**config.mk**
```make
export PLATFORM = sky130hd
export DESIGN_NAME = layer_sequencer
export DESIGN_NICKNAME = d
export VERILOG_FILES = /design/src/rtl/layer_sequencer.sv
export SDC_FILE = /design/constraint.sdc
export NUM_CORES = 1
export LEC_CHECK = 0
export BUFFER_PORTS_ARGS = -buffer_cell sky130_fd_sc_hd__buf_2
export CAP_MARGIN = 30
export CORE_ASPECT_RATIO = 0.6
export CORE_MARGIN = 8
export CORE_UTILIZATION = 55
export CTS_CLUSTER_SIZE = 20
export DETAILED_ROUTE_END_ITERATION = 8
export PLACE_DENSITY = 0.87
export SLEW_MARGIN = 20
export SYNTH_ARGS = -nofsm -noshare
export SYNTH_HDL_FRONTEND = slang
export SYNTH_SLANG_ARGS = --single-unit
```
**constraint.sdc**
```tcl
create_clock -name clk -period 3.2 [get_ports clk]
set_clock_uncertainty 0.1 [all_clocks]
set_input_delay 0.8 -clock clk [delete_from_list [all_inputs] [get_ports clk]]
set_output_delay 0.8 -clock clk [all_outputs]
set_load 0.01 [all_outputs]
```
**src/rtl/layer_sequencer.sv**
```systemverilog
// Control FSM for a time-multiplexed fully-connected layer: walks neuron groups,
// streams input/weight reads and emits latency-aligned accumulator strobes.
//
// state  | meaning
// IDLE   | waiting for start
// CLEAR  | clear lane accumulators, issue element 0 of the group
// FETCH  | issue one element per cycle unless hold is high
// DRAIN  | wait MEM_LATENCY cycles for the last read data to accumulate
// BIAS   | add bias for the current group
// WRITE  | write lane results, advance to next group or finish
// DONE   | one-cycle completion pulse
module layer_sequencer #(
   parameter int INPUT_SIZE  = 784,
   parameter int NUM_NEURON  = 30,
   parameter int LANES       = 10,
   parameter int MEM_LATENCY = 1,
   localparam int GROUPS = NUM_NEURON / LANES,
   localparam int IAW    = (INPUT_SIZE > 1) ? $clog2(INPUT_SIZE) : 1,
   localparam int WAW    = (INPUT_SIZE * GROUPS > 1) ? $clog2(INPUT_SIZE * GROUPS) : 1,
   localparam int GW     = (GROUPS > 1) ? $clog2(GROUPS) : 1
) (
   input  logic           clk,
   input  logic           reset,
   input  logic           start,
   input  logic           hold,
   output logic           busy,
   output logic           done,
   output logic           rd_en,
   output logic [IAW-1:0] in_addr,
   output logic [WAW-1:0] w_addr,
   output logic           acc_clear,
   output logic           acc_en,
   output logic           bias_en,
   output logic [GW-1:0]  bias_addr,
   output logic           out_we,
   output logic [GW-1:0]  out_group
);

   localparam int KW = $clog2(INPUT_SIZE + 1);
   localparam int DW = (MEM_LATENCY > 1) ? $clog2(MEM_LATENCY) : 1;

   localparam logic [2:0] S_IDLE  = 3'd0;
   localparam logic [2:0] S_CLEAR = 3'd1;
   localparam logic [2:0] S_FETCH = 3'd2;
   localparam logic [2:0] S_DRAIN = 3'd3;
   localparam logic [2:0] S_BIAS  = 3'd4;
   localparam logic [2:0] S_WRITE = 3'd5;
   localparam logic [2:0] S_DONE  = 3'd6;

   logic [2:0]             state_q, state_d;
   logic [KW-1:0]          k_q, k_d;
   logic [GW-1:0]          g_q, g_d;
   logic [WAW-1:0]         w_ptr_q, w_ptr_d;
   logic [DW-1:0]          drain_q, drain_d;
   logic                   issue;

   logic                   busy_q, busy_d;
   logic                   done_q, done_d;
   logic                   rd_en_q, rd_en_d;
   logic [IAW-1:0]         in_addr_q, in_addr_d;
   logic [WAW-1:0]         w_addr_q, w_addr_d;
   logic                   acc_clear_q, acc_clear_d;
   logic [MEM_LATENCY-1:0] acc_pipe_q, acc_pipe_d;
   logic                   bias_en_q, bias_en_d;
   logic [GW-1:0]          bias_addr_q, bias_addr_d;
   logic                   out_we_q, out_we_d;
   logic [GW-1:0]          out_group_q, out_group_d;

   always_comb begin
      state_d = state_q;
      k_d     = k_q;
      g_d     = g_q;
      w_ptr_d = w_ptr_q;
      drain_d = drain_q;
      issue   = 1'b0;

      case (state_q)
         S_IDLE: begin
            if (start) begin
               state_d = S_CLEAR;
               g_d     = '0;
               k_d     = '0;
               w_ptr_d = '0;
            end
         end
         S_CLEAR: begin
            state_d = S_FETCH;
            issue   = 1'b1;
         end
         S_FETCH: begin
            // k_q == INPUT_SIZE means the last read is on the bus this cycle
            if (k_q == KW'(INPUT_SIZE)) begin
               state_d = S_DRAIN;
               drain_d = DW'(MEM_LATENCY - 1);
            end else if (!hold) begin
               issue = 1'b1;
            end
         end
         S_DRAIN: begin
            if (drain_q == '0) state_d = S_BIAS;
            else               drain_d = drain_q - 1'b1;
         end
         S_BIAS: state_d = S_WRITE;
         S_WRITE: begin
            if (g_q == GW'(GROUPS - 1)) begin
               state_d = S_DONE;
            end else begin
               state_d = S_CLEAR;
               g_d     = g_q + 1'b1;
               k_d     = '0;
            end
         end
         S_DONE:  state_d = S_IDLE;
         default: state_d = S_IDLE;
      endcase

      // running weight pointer equals g*INPUT_SIZE + k without a multiplier
      if (issue) begin
         k_d     = k_q + 1'b1;
         w_ptr_d = w_ptr_q + 1'b1;
      end

      rd_en_d     = issue;
      in_addr_d   = issue ? k_q[IAW-1:0] : in_addr_q;
      w_addr_d    = issue ? w_ptr_q : w_addr_q;
      acc_clear_d = (state_d == S_CLEAR);
      bias_en_d   = (state_d == S_BIAS);
      bias_addr_d = (state_d == S_BIAS) ? g_q : bias_addr_q;
      out_we_d    = (state_d == S_WRITE);
      out_group_d = (state_d == S_WRITE) ? g_q : out_group_q;
      done_d      = (state_d == S_DONE);
      busy_d      = (state_d != S_IDLE);

      acc_pipe_d[0] = rd_en_q;
      for (int i = 1; i < MEM_LATENCY; i++) acc_pipe_d[i] = acc_pipe_q[i-1];
   end

   always_ff @(posedge clk) begin
      if (reset) begin
         state_q     <= S_IDLE;
         k_q         <= '0;
         g_q         <= '0;
         w_ptr_q     <= '0;
         drain_q     <= '0;
         busy_q      <= 1'b0;
         done_q      <= 1'b0;
         rd_en_q     <= 1'b0;
         in_addr_q   <= '0;
         w_addr_q    <= '0;
         acc_clear_q <= 1'b0;
         acc_pipe_q  <= '0;
         bias_en_q   <= 1'b0;
         bias_addr_q <= '0;
         out_we_q    <= 1'b0;
         out_group_q <= '0;
      end else begin
         state_q     <= state_d;
         k_q         <= k_d;
         g_q         <= g_d;
         w_ptr_q     <= w_ptr_d;
         drain_q     <= drain_d;
         busy_q      <= busy_d;
         done_q      <= done_d;
         rd_en_q     <= rd_en_d;
         in_addr_q   <= in_addr_d;
         w_addr_q    <= w_addr_d;
         acc_clear_q <= acc_clear_d;
         acc_pipe_q  <= acc_pipe_d;
         bias_en_q   <= bias_en_d;
         bias_addr_q <= bias_addr_d;
         out_we_q    <= out_we_d;
         out_group_q <= out_group_d;
      end
   end

   assign busy      = busy_q;
   assign done      = done_q;
   assign rd_en     = rd_en_q;
   assign in_addr   = in_addr_q;
   assign w_addr    = w_addr_q;
   assign acc_clear = acc_clear_q;
   assign acc_en    = acc_pipe_q[MEM_LATENCY-1];
   assign bias_en   = bias_en_q;
   assign bias_addr = bias_addr_q;
   assign out_we    = out_we_q;
   assign out_group = out_group_q;

endmodule

```
==> metrics.yaml <==
run_status:
  status: "finished, final reports clean"
min_path:
  hp-class: "flop to flop"
  worstHoldEndpoint: "w_addr[6]"
  holdPathStages: 2
  hold_start: "w_addr[6]"
clocking:
  cts_buffer_depth: 2
  post_cts.repair.setup_buffers: 0
  postCtsResizedCells: 0
  cts.reportedPaths.clkPinSlew_ns: 0.07
  clock-root-buffer: "clkbuf_8"
  cts_buffers: 9
  numClockSinks: 60
  cts-hold-fix-buffers: 0
  h-tree-depth: 3
  cts_tree: "done"
  insertion_delay_ns: 0.34
sta:
  worstMarginPinSlew_ns: 0.4669
  setup_viol: 0
  hold_viol_final: 0
  fmax_mhz: 394.6
  hold_slack_ns: 0.3519
  period_needed_ns: 2.534
  finalSetupTns_ns: 0
  slew_viol_final: 0
  slew_headroom_pct: 68.87
  rsz0062_at_grt: "false"
  period_share_pct: 79.19
routing:
  vias: 2277
  remaining_drc_errors: 0
  ant_nets: 0
  wl_met3_um: 557
  routed_wl_um: 5733
  highest_layer: "met4"
  first_pass_iters: 5
  drtIter0Drc: 182
  drt-wirelength-per-cell_um: 14.12
  met1_length_um: 2698
  vias_per_cell: 5.608
  met2WireLength_um: 2394
setup_path:
  rr_endpoint: "k_q[6]"
  path_max_fanout: 39
  cp_top_family: "simple AND/OR/NAND/NOR gates"
  endpoint_kind: "flop"
  slowest_stage: "or2_4"
  crit_required_ns: 3.35
  rrSetupSlack_ns: 0.67
  path_cells: "inv_1, ha_1, nand4b_1, nor4_4, or2_4, nand2_1, a311oi_1"
  crit_type: "flop to flop"
  cp_num_buf_inv: 1
  crit_arrival_ns: 2.68
  critical-path-max-stage-delay_ns: 0.50
  ff2ff_path_depth: 7
  cp-start-kind: "flop"
  r2r-start: "k_q[0]"
logic_synthesis:
  syn_avg_cell_area_um2: 8.663
  syn_area_um2: 2625
  synthAdderAreaFrac_pct: 1.907
  synth_xor_area_share_pct: 0.6673
  syn_inst: 303
  yosys.area.top_type_share_pct: 45.76
  post-synth-top-count-cell: "dfxtp_1"
  synth_warnings: 0
  synth_edf_count: 0
  yosys.area_share.simple_pct: 28.74
  synthMuxAreaShare_pct: 1.144
  synthTopCellsByArea: "dfxtp_1 46%, nand2_1 6.9%, a21oi_1 4.6%, nand3_1 4.2%, a21oi_2 3.3%"
  synth_compound_area_share_pct: 17.21
  synth_top_family_by_area: "simple AND/OR/NAND/NOR gates"
  synth_cell_types: 48
  yosys-top-cells-count: "60 x dfxtp_1, 48 x nand2_1, 24 x a21oi_1"
  yosys_register_bits: 60
  dominantRegCellSynth: "dfxtp_1"
  yosysSeqAreaShare_pct: 45.76
  synth_largest_area_cell: "dfxtp_1"
  syn_nets: 311
  async_flop_share_pct: 0
floorplan:
  die_w_um: 105.2
  rows: 19
  ios: 37
  die_h_um: 69.52
  core_area_um2: 4588
  dieArea_um2: 7312
  initial_core_util_pct: 57.21
global_route:
  first_global_vias: 2056
  grt_pass1_wl_um: 9646
  grt_max_degree: 48
  overflow: 0
  antenna_found_initial: 0
  grt_usage_pct: 16.05
finish:
  nFillCells: 385
  multi_input_area_um2: 1306
  syn2layout_area_growth_pct: 17.83
  n_antenna_cell: 0
  drive_gt1_share_pct: 25.07
  seq_area_um2: 1201
  postLayoutCellArea_um2: 3093
  fin_nets: 346
power:
  fin_total_pwr_w: 0.001757
  sw_frac_of_total_pct: 22.65
  combPwrFrac_pct: 7.7
  p_int_w: 0.001359
  powerDensity_nw_per_um2: 567.9
  pwr-share-clk_pct: 48.3
  seqPwrFrac_pct: 44.0
  p_leak_nw: 1.185
  switchingPower_w: 0.0003978
  ir_drop_mv: 0.3999
placed_design:
  port_buffers: 36
  place_hpwl_um: 3878
  routabilityCongestion: 0.8853
  placed_cell_area_um2: 2843
flow_run:
  max-cap-violations: 0
[kinds of logic (layout without fill, tap and decap cells)]
kind of cell | after synthesis | count (layout)
mux | 3 | 3
compound gates | 66 | 66
fa+ha+maj | 4 | 4
simple gates | 144 | 144
buf+inv | 24 | 64
xor+xnor | 2 | 2
flops | 60 | 60
[metal layers]
layer	up-vias	global-route usage, %
met5	-	0
met4	0	6.132
met3	9	7.885
met2	85	23.21
met1	1044	19.89
li1	1139	-
[how the worst max path moves through the flow]
stage / cells after the start / startpoint / endpoint / slack, ns
detailed placement: 6 / hold / w_ptr_q[11] / 0.60
finish: 7 / k_q[0] / k_q[6] / 0.67
global route: 7 / k_q[0] / k_q[6] / 0.47
global placement: 6 / hold / w_ptr_q[9] / 0.65
floorplan: 6 / hold / k_q[7] / 0.96
CTS: 7 / k_q[0] / k_q[6] / 0.69
[state kept, by name, indices dropped and copies added, names as in the netlist, 2 cells and up]
signal	cells
out_group	2
w_ptr_q	12
in_addr	10
k_q	10
bias_addr	2
w_addr	12
state_q	3
g_q	2
[power by group through the flow]
stage	Sequential [W]	Combinational (W)	Clock (W)
floorplan	0.000788	0.000104	0
global placement	0.000788	0.000130	0
detailed placement	0.000789	0.000134	0
CTS	0.000772	0.000135	0.000859
global route	0.000774	0.000149	0.000894
finish	0.000773	0.000135	0.000849
[cell usage in the layout, fill, tap and decap left out, drive strengths merged, types with 4 or more instances in the layout]
| master | instances |
|---|---|
| dfxtp | 60 |
| or3 | 7 |
| a21oi | 35 |
| nor4 | 5 |
| nand3 | 22 |
| a31oi | 4 |
| nand2 | 58 |
| clkbuf | 12 |
| or4 | 4 |
| buf | 41 |
| inv | 7 |
| and3 | 6 |
| ha | 4 |
| o311ai | 4 |
| nor2 | 19 |
| o21ai | 10 |
| nor3 | 4 |
[metrics by stage]
stage | util, % | setup slack (ns) | cells
floorplan | - | 0.9575 | 303
global placement | 61.96 | 0.6482 | 390
detailed placement | 61.96 | 0.5959 | 390
CTS | 67.41 | 0.6860 | 406
global route | 67.41 | 0.4720 | 406
finish | 67.41 | 0.6660 | 406
[worst register-to-register path: cells and delay by family (launching register included)]
family / cells / cell delay, ns
buf+inv: 1 / 0.09
compound gates: 1 / 0.31
flops: 1 / 0.36
fa+ha+maj: 1 / 0.14
simple gates: 4 / 1.44
[layout make-up]
class                           instances  share of cell area [%]
Clock inverter                          4                   3.074
Timing Repair Buffer                   41                   7.443
Inverter                                7                  0.8495
Multi-Input combinational cell        219                   42.23
Sequential cell                        60                   38.83
Clock buffer                           12                   5.016
Tap cell                               63                   2.549
Power figures use the tool's default switching activity.
